[config.mk]
export PLATFORM = sky130hd
export DESIGN_NAME = sprite_capture
export DESIGN_NICKNAME = d
export VERILOG_FILES = /design/src/rtl/sprite_capture.sv
export SDC_FILE = /design/constraint.sdc
export NUM_CORES = 1
export LEC_CHECK = 0
export CAP_MARGIN = 20
export CORE_MARGIN = 5
export CORE_UTILIZATION = 50
export CTS_BUF_LIST = sky130_fd_sc_hd__clkbuf_4 sky130_fd_sc_hd__clkbuf_8 sky130_fd_sc_hd__clkbuf_16
export DETAILED_ROUTE_END_ITERATION = 16
export PLACE_DENSITY = 0.83
export SETUP_SLACK_MARGIN = 0.05
export SLEW_MARGIN = 0
export SYNTH_ARGS = -nofsm -noshare
export SYNTH_HDL_FRONTEND = slang
export SYNTH_SLANG_ARGS = --single-unit
[constraint.sdc]
create_clock -name pixel_clk_in -period 3.6 [get_ports pixel_clk_in]
set_clock_uncertainty 0.2 [all_clocks]
set_input_delay 0.54 -clock pixel_clk_in [delete_from_list [all_inputs] [get_ports pixel_clk_in]]
set_output_delay 0.54 -clock pixel_clk_in [all_outputs]
set_load 0.02 [all_outputs]
[src/rtl/sprite_capture.sv]
// sprite_capture: writes a WIDTH x HEIGHT window of one camera frame into the
// sprite image BRAM, one RGB332 word per in-window pixel, raster addressed
// (addr = column + row*WIDTH). One capture per trigger, aligned to frame start.
module sprite_capture #(
  parameter int WIDTH  = 256,
  parameter int HEIGHT = 256
) (
  input  logic                              pixel_clk_in,
  input  logic                              rst_in,
  input  logic [10:0]                       x_in,
  input  logic [9:0]                        y_in,
  input  logic [10:0]                       hcount_in,
  input  logic [9:0]                        vcount_in,
  input  logic                              pixel_valid_in,
  input  logic [15:0]                       pixel_in,
  input  logic                              capture_in,
  output logic [$clog2(WIDTH*HEIGHT)-1:0]   addr_out,
  output logic [7:0]                        data_out,
  output logic                              we_out,
  output logic                              busy_out,
  output logic                              done_out,
  output logic                              incomplete_out
);

  localparam int AW    = $clog2(WIDTH*HEIGHT);
  localparam int TOTAL = WIDTH * HEIGHT;
  localparam logic [AW:0] LAST = (AW+1)'(TOTAL - 1);

  typedef enum logic [1:0] {IDLE, ARMED, CAPTURE} state_t;

  // one BRAM write beat
  typedef struct packed {
    logic          we;
    logic [AW-1:0] addr;
    logic [7:0]    data;
  } wr_t;

  state_t      state, state_n;
  logic [10:0] xl;
  logic [9:0]  yl;
  logic        latch;
  logic [AW:0] cnt, cnt_n, cnt_cur;
  wr_t         wr_n;
  logic        done_n, inc_n;

  logic        fs, in_win, take;
  logic [11:0] x_end;
  logic [10:0] y_end;
  logic [10:0] hdiff;
  logic [9:0]  vdiff;
  logic [AW-1:0] addr_calc;
  logic [7:0]  rgb332;
  logic        unused_bits;

  assign fs     = pixel_valid_in && (hcount_in == 11'd0) && (vcount_in == 10'd0);

  // widened sums so a window near the screen edge never wraps back in range
  assign x_end  = {1'b0, xl} + 12'(WIDTH);
  assign y_end  = {1'b0, yl} + 11'(HEIGHT);
  assign in_win = pixel_valid_in
                  && (hcount_in >= xl) && ({1'b0, hcount_in} < x_end)
                  && (vcount_in >= yl) && ({1'b0, vcount_in} < y_end);

  assign hdiff     = hcount_in - xl;
  assign vdiff     = vcount_in - yl;
  assign addr_calc = AW'(hdiff) + AW'(32'(vdiff) * 32'(WIDTH));

  // RGB565 -> RGB332: keep the top bits of each channel
  assign rgb332      = {pixel_in[15:13], pixel_in[10:8], pixel_in[4:3]};
  assign unused_bits = ^{pixel_in[12:11], pixel_in[7:5], pixel_in[2:0]};

  // the entry fs is a capture pixel with a freshly cleared counter;
  // any later fs in CAPTURE ends the frame instead of writing
  assign take    = ((state == ARMED) && fs) || ((state == CAPTURE) && !fs);
  assign cnt_cur = (state == ARMED) ? '0 : cnt;

  // state register
  always_ff @(posedge pixel_clk_in or posedge rst_in) begin
    if (rst_in) begin
      state <= IDLE;
      cnt   <= '0;
    end else begin
      state <= state_n;
      cnt   <= cnt_n;
    end
  end

  // window origin, captured only on an accepted trigger
  always_ff @(posedge pixel_clk_in or posedge rst_in) begin
    if (rst_in) begin
      xl <= '0;
      yl <= '0;
    end else if (latch) begin
      xl <= x_in;
      yl <= y_in;
    end
  end

  // next state, write beat and completion pulses
  always_comb begin
    state_n   = state;
    cnt_n     = cnt;
    latch     = 1'b0;
    wr_n.we   = 1'b0;
    wr_n.addr = addr_out;
    wr_n.data = data_out;
    done_n    = 1'b0;
    inc_n     = 1'b0;
    case (state)
      IDLE: begin
        if (capture_in) begin
          latch   = 1'b1;
          cnt_n   = '0;
          state_n = ARMED;
        end
      end
      ARMED: begin
        cnt_n = '0;
        if (fs) state_n = CAPTURE;
      end
      CAPTURE: begin
        if (fs) begin
          done_n  = 1'b1;
          inc_n   = 1'b1;
          state_n = IDLE;
        end
      end
      default: state_n = IDLE;
    endcase
    if (take && in_win) begin
      wr_n.we   = 1'b1;
      wr_n.addr = addr_calc;
      wr_n.data = rgb332;
      cnt_n     = cnt_cur + 1'b1;
      if (cnt_cur == LAST) begin
        done_n  = 1'b1;
        state_n = IDLE;
      end
    end
  end

  // registered outputs; busy follows the next state so it drops with done
  always_ff @(posedge pixel_clk_in or posedge rst_in) begin
    if (rst_in) begin
      we_out         <= 1'b0;
      addr_out       <= '0;
      data_out       <= '0;
      busy_out       <= 1'b0;
      done_out       <= 1'b0;
      incomplete_out <= 1'b0;
    end else begin
      we_out         <= wr_n.we;
      addr_out       <= wr_n.addr;
      data_out       <= wr_n.data;
      busy_out       <= (state_n != IDLE);
      done_out       <= done_n;
      incomplete_out <= inc_n;
    end
  end

endmodule

-- Word level (Yosys, flattened, before mapping)
Cells that the tools add are included.
- reduce and logical (&&, ||, !) cells: 17
- $add $sub $neg: 6
- equality and inequality tests: 4
- mux-type cells: 17
- order comparisons: 4
- operators by type and width (operator ; count):
    17-bit 2-to-1 mux ; 3
    17-bit one-hot mux with 2 select lines ; 1
    25-bit 2-to-1 mux ; 1
    17-bit by 1-bit adder with 17-bit output (second input constant) ; 1
    17-bit by 16-bit == test with 1-bit output (second input constant) ; 1
    11-bit by 16-bit adder with 16-bit output ; 1
    11-bit by 9-bit adder with 12-bit output (second input constant) ; 1
    11-bit by 12-bit less-than comparator with 1-bit output ; 1
    10-bit by 9-bit adder with 11-bit output (second input constant) ; 1
    11-bit >= comparator ; 1
    11-bit zero test ; 1
    10-bit by 11-bit less-than comparator with 1-bit output ; 1
    11-bit subtractor ; 1
    10-bit >= comparator ; 1
    10-bit zero test ; 1
    2-bit 2-to-1 mux ; 5
    1-bit logical AND ; 9
    8-bit subtractor ; 1
    1-bit 2-to-1 mux ; 6
    2-bit one-hot mux with 3 select lines ; 1
    3-bit != test (second input constant) ; 1
    3-bit nonzero test ; 1
    2-bit by 1-bit == test with 1-bit output (second input constant) ; 1
    2-bit == test (second input constant) ; 1
    5 further kinds ; 5
- logic and storage cells: 58
- register bits after elaboration: 68
- output and inout port bits: 28
- input bits: 62

-- Longest topological paths before layout
- depth after elaboration: 9
- mapped depth: 16
- depth with buffers taken out: 16

-- Worst setup path before layout
OpenSTA, ideal clock, no wires.
- path type: input port to flip-flop
- start point: in hcount_in[0]
- end point: reg addr_out[15]
- required time: 3.275 ns
- setup time: 0.125 ns
- setup slack: 0.060 ns
- arrival: 3.216 ns
- stages on the path: 15
- buffers on the path: 0
- path through: inv_1 > ha_1 > inv_1 > fa_1 > a21oi_1 > o221ai_1 > a31o_2 > a21o_1 > xor2_1 > ha_1 > a21oi_1 > nand3b_1 > nor3b_1 > xnor2_1 > mux2_2
- word-level cells in the longest chain between the ends: 7
- ends and longest elaborated chain (element ; line ; text):
    start: declaration ; 12 ; input logic [10:0] hcount_in,
    parallel branches: the longest is 7 deep, another holds 11-bit by 16-bit adder with 16-bit output ; - ;
    end signal: assignment ; 153 ; addr_out <= wr_n.addr;
    end: declaration ; 17 ; output logic [$clog2(WIDTH*HEIGHT)-1:0] addr_out,
Parallel ways; which one is timed is not known.
A chain may end at the register's enable or synchronous reset.

-- Worst setup path after layout
- start point: in hcount_in[5]
- end point: reg addr_out[13]
The elaborated chain is that of the path after synthesis.

==> results.yml <==
run_status:
  status: "complete, no violations"
clock_tree:
  root_buffer: "clkbuf_8"
  cts_inserted_buffers: 9
  cts_sinks: 68
  insertion_delay_ns: 0.36
  htree_levels: 3
  clk_path_buf_depth: 2
  cts_tree: "yes"
  path_clk_slew_ns: 0.08
critical_path:
  worstPathCellList: "clkdlybuf4s50_1 > ha_1 > nor3_2 > a311oi_2 > a21o_1 > a21o_1 > xor2_2 > ha_1 > a21o_1 > a21oi_2 > nand3b_1 > buf_4 > xor2_1 > mux2_4"
  crit_family: "compound AO/OA/AOI/OAI gates"
  slowest_delay_ns: 0.46
  end_kind: "register"
  critPathBufInv: 2
  crit_fanout: 4
  startpoint_type: "primary input"
  slowest_stage: "clkdlybuf4s50_1"
  crit_top_cell: "a21o_1"
  cp.arrival_ns: 3.51
  worstSetupPathType: "in2reg"
  cp.required_ns: 3.65
worst_hold_path:
  hold_path_class: "reg2reg"
floorplanning:
  core_area_sq_um: 8636
  start_util: 0.5078
  num_rows: 34
  die_x_microns: 103.7
  die_h_microns: 103.7
  die-area_sq_um: 10740
  ios: 90
timing:
  finalHoldViolCount: 0
  hold_slack_ns: 0.3085
  grt_setup_unrepaired: "no"
  fin_setup_tns_ns: 0
  tightest_slew_ns: 0.5881
  period_needed_ns: 3.459
  clock.fmax_mhz: 289.1
  setup_viol: 0
  period_share: 0.9607
  relSlewSlack: 0.5978
  slew_violations: 0
global_routing:
  grt_start_max_net_pins: 45
  grt_pass1_vias: 4331
  grt-ovfl-total: 0
  gr-usage-all-layers: 0.2265
  antenna_found_initial: 0
  grt_first_pass_wirelength_microns: 20400
routing:
  drc: 0
  wl_microns: 12340
  vias: 4178
  first_pass_iters: 5
  drtIter0Drc: 230
  ant_nets: 0
  wl_per_cell_microns: 17.14
  vias_per_cell: 5.803
synthesis:
  syn_nets: 563
  syn-cell-area_sq_um: 4385
  syn_inst: 465
  yosys_warnings: 0
  synthFlopType: "dfrtp_1"
  synth_seq_area_share: 0.3880
  synth_enable_flop_cells: 0
  async_reset_ff_frac: 1.000
  ys_types: 66
  syn_avg_cell_area_sq_um: 9.431
  synth-seq-cells: 68
cells_and_area:
  insertedDiodeCount: 0
  final_common_cell: "clkdlybuf4s50_1"
  nets: 705
  drive_above_1_share: 0.2141
  post-route-cell-area_sq_um: 6067
  nFillCells: 571
  syn_to_final_growth_pct: 38.35
  final_cell_mix: "clkdlybuf4s50_1 (76), dfrtp_1 (68), buf_4 (63), inv_1 (48), nand2_1 (43)"
placed_design:
  dpl.hpwl_microns: 8914
  numPortBuffers: 81
  place_area_sq_um: 5713
  gp_congestion: 0.8949
run:
  timing.max_cap.violations: 0
power:
  power_density_nw_per_um2: 331.4
  ir_worst_vdd_mv: 0.2108
  leakage_nw: 2.737
synth_stat cells (all sizes together), types with 2 or more instances:
cell type / instances / area [sq um]
dfrtp: 68 / 1702
inv: 50 / 187.7
nand2: 44 / 172.7
o21ai: 44 / 224.0
ha: 33 / 412.9
nand3: 25 / 130.1
nor2: 22 / 82.58
mux2: 18 / 232.7
o211ai: 13 / 97.59
a21oi: 12 / 60.06
xnor2: 12 / 105.1
nand4: 11 / 68.82
xor2: 10 / 87.58
clkbuf: 8 / 30.03
nor2b: 7 / 43.79
o221ai: 7 / 61.31
buf: 6 / 56.30
nor3: 6 / 30.03
a21o: 5 / 37.54
and3: 5 / 31.28
nor4: 5 / 31.28
a211oi: 4 / 30.03
nand2b: 4 / 25.02
a31o: 3 / 26.28
a31oi: 3 / 25.02
fa: 3 / 60.06
o21bai: 3 / 22.52
a2111oi: 2 / 36.29
nand3b: 2 / 15.01
nor3b: 2 / 15.01
o21a: 2 / 15.01
or2: 2 / 12.51
or3: 2 / 17.52
worst register-to-register path: stages (launching register included):
cell	delay, ns
dfrtp_1	0.38
inv_2	0.09
ha_1	0.25
nor2b_1	0.17
o31ai_2	0.25
a311oi_2	0.16
a21o_1	0.20
a21o_1	0.20
xor2_2	0.15
ha_1	0.29
a21o_1	0.14
a21oi_2	0.06
nand3b_1	0.19
buf_4	0.17
xor2_1	0.15
mux2_4	0.27
routing by layer:
metal / global-route usage / part of all wire / vias to the layer above
met5: 0 / 0 / -
met4: 0.1045 / 0.029 / 0
met3: 0.05162 / 0.058 / 35
met2: 0.3953 / 0.51 / 168
met1: 0.2622 / 0.40 / 2033
li1: - / - / 1942
where the power goes:
part,switching (mW),internal (mW)
sequential,0.00655,0.778
clock,0.327,0.359
combinational,0.266,0.275
total,0.599,1.41
repair_timing:
action	4_1_cts	5_1_grt
resized for setup	13	12
endpoints found under the setup margin	4	26
pin swaps	9	10
hold buffers	0	0
setup buffers	3	1
endpoints found under the hold margin	0	0
registers in the layout, indices dropped and copies added (netlist names):
name            cells
addr_out           16
busy_out            1
cnt                17
data_out            8
done_out            1
incomplete_out      1
state               2
we_out              1
xl                 11
yl                 10
final cells by class:
class                      instances  area, sq um  share of cell area
tap                              108        135.1             0.02227
inverter                          51        198.9             0.03279
sequential                        68         1702              0.2805
timing repair buffer             145         1309              0.2157
multi-input combinational        332         2512              0.4141
clock buffer                      11        151.4             0.02495
clock inverter                     5        58.81            0.009693
final timing paths:
path	from	end	slack, ns	depth (start not counted)
min in group asynchronous	rst_in	data_out[4]	0.36	3
hold reg to reg	data_out[7]	data_out[7]	0.31	1
setup reg to reg	xl[1]	addr_out[13]	0.18	15
setup / recovery	hcount_in[5]	addr_out[13]	0.14	14
max in group asynchronous	rst_in	xl[8]	2.34	3
hold / removal	data_out[7]	data_out[7]	0.31	1
cells by family (layout without fill, tap and decap cells):
family | Yosys count | in the layout | synth area share
DFF | 68 | 68 | 0.3880
buffers and inverters | 65 | 212 | 0.06448
muxes | 19 | 19 | 0.05535
AOI/OAI and AO/OA | 110 | 110 | 0.1686
and+or+nand+nor | 145 | 145 | 0.1718
adders and majority gates | 36 | 36 | 0.1078
xor gates and xnor gates | 22 | 22 | 0.04394
stage by stage:
step                  util  instances  setup WS (ns)  power [mW]
floorplan                -        465        0.05973       1.073
global placement    0.6615        700        -0.4488       1.266
detailed placement  0.6615        700        -0.5048       1.282
CTS                 0.6941        719        0.07386       1.979
global route        0.7026        720        0.04603       2.095
finish              0.7026        720         0.1414       2.011
(Power assumes the default switching activity.)
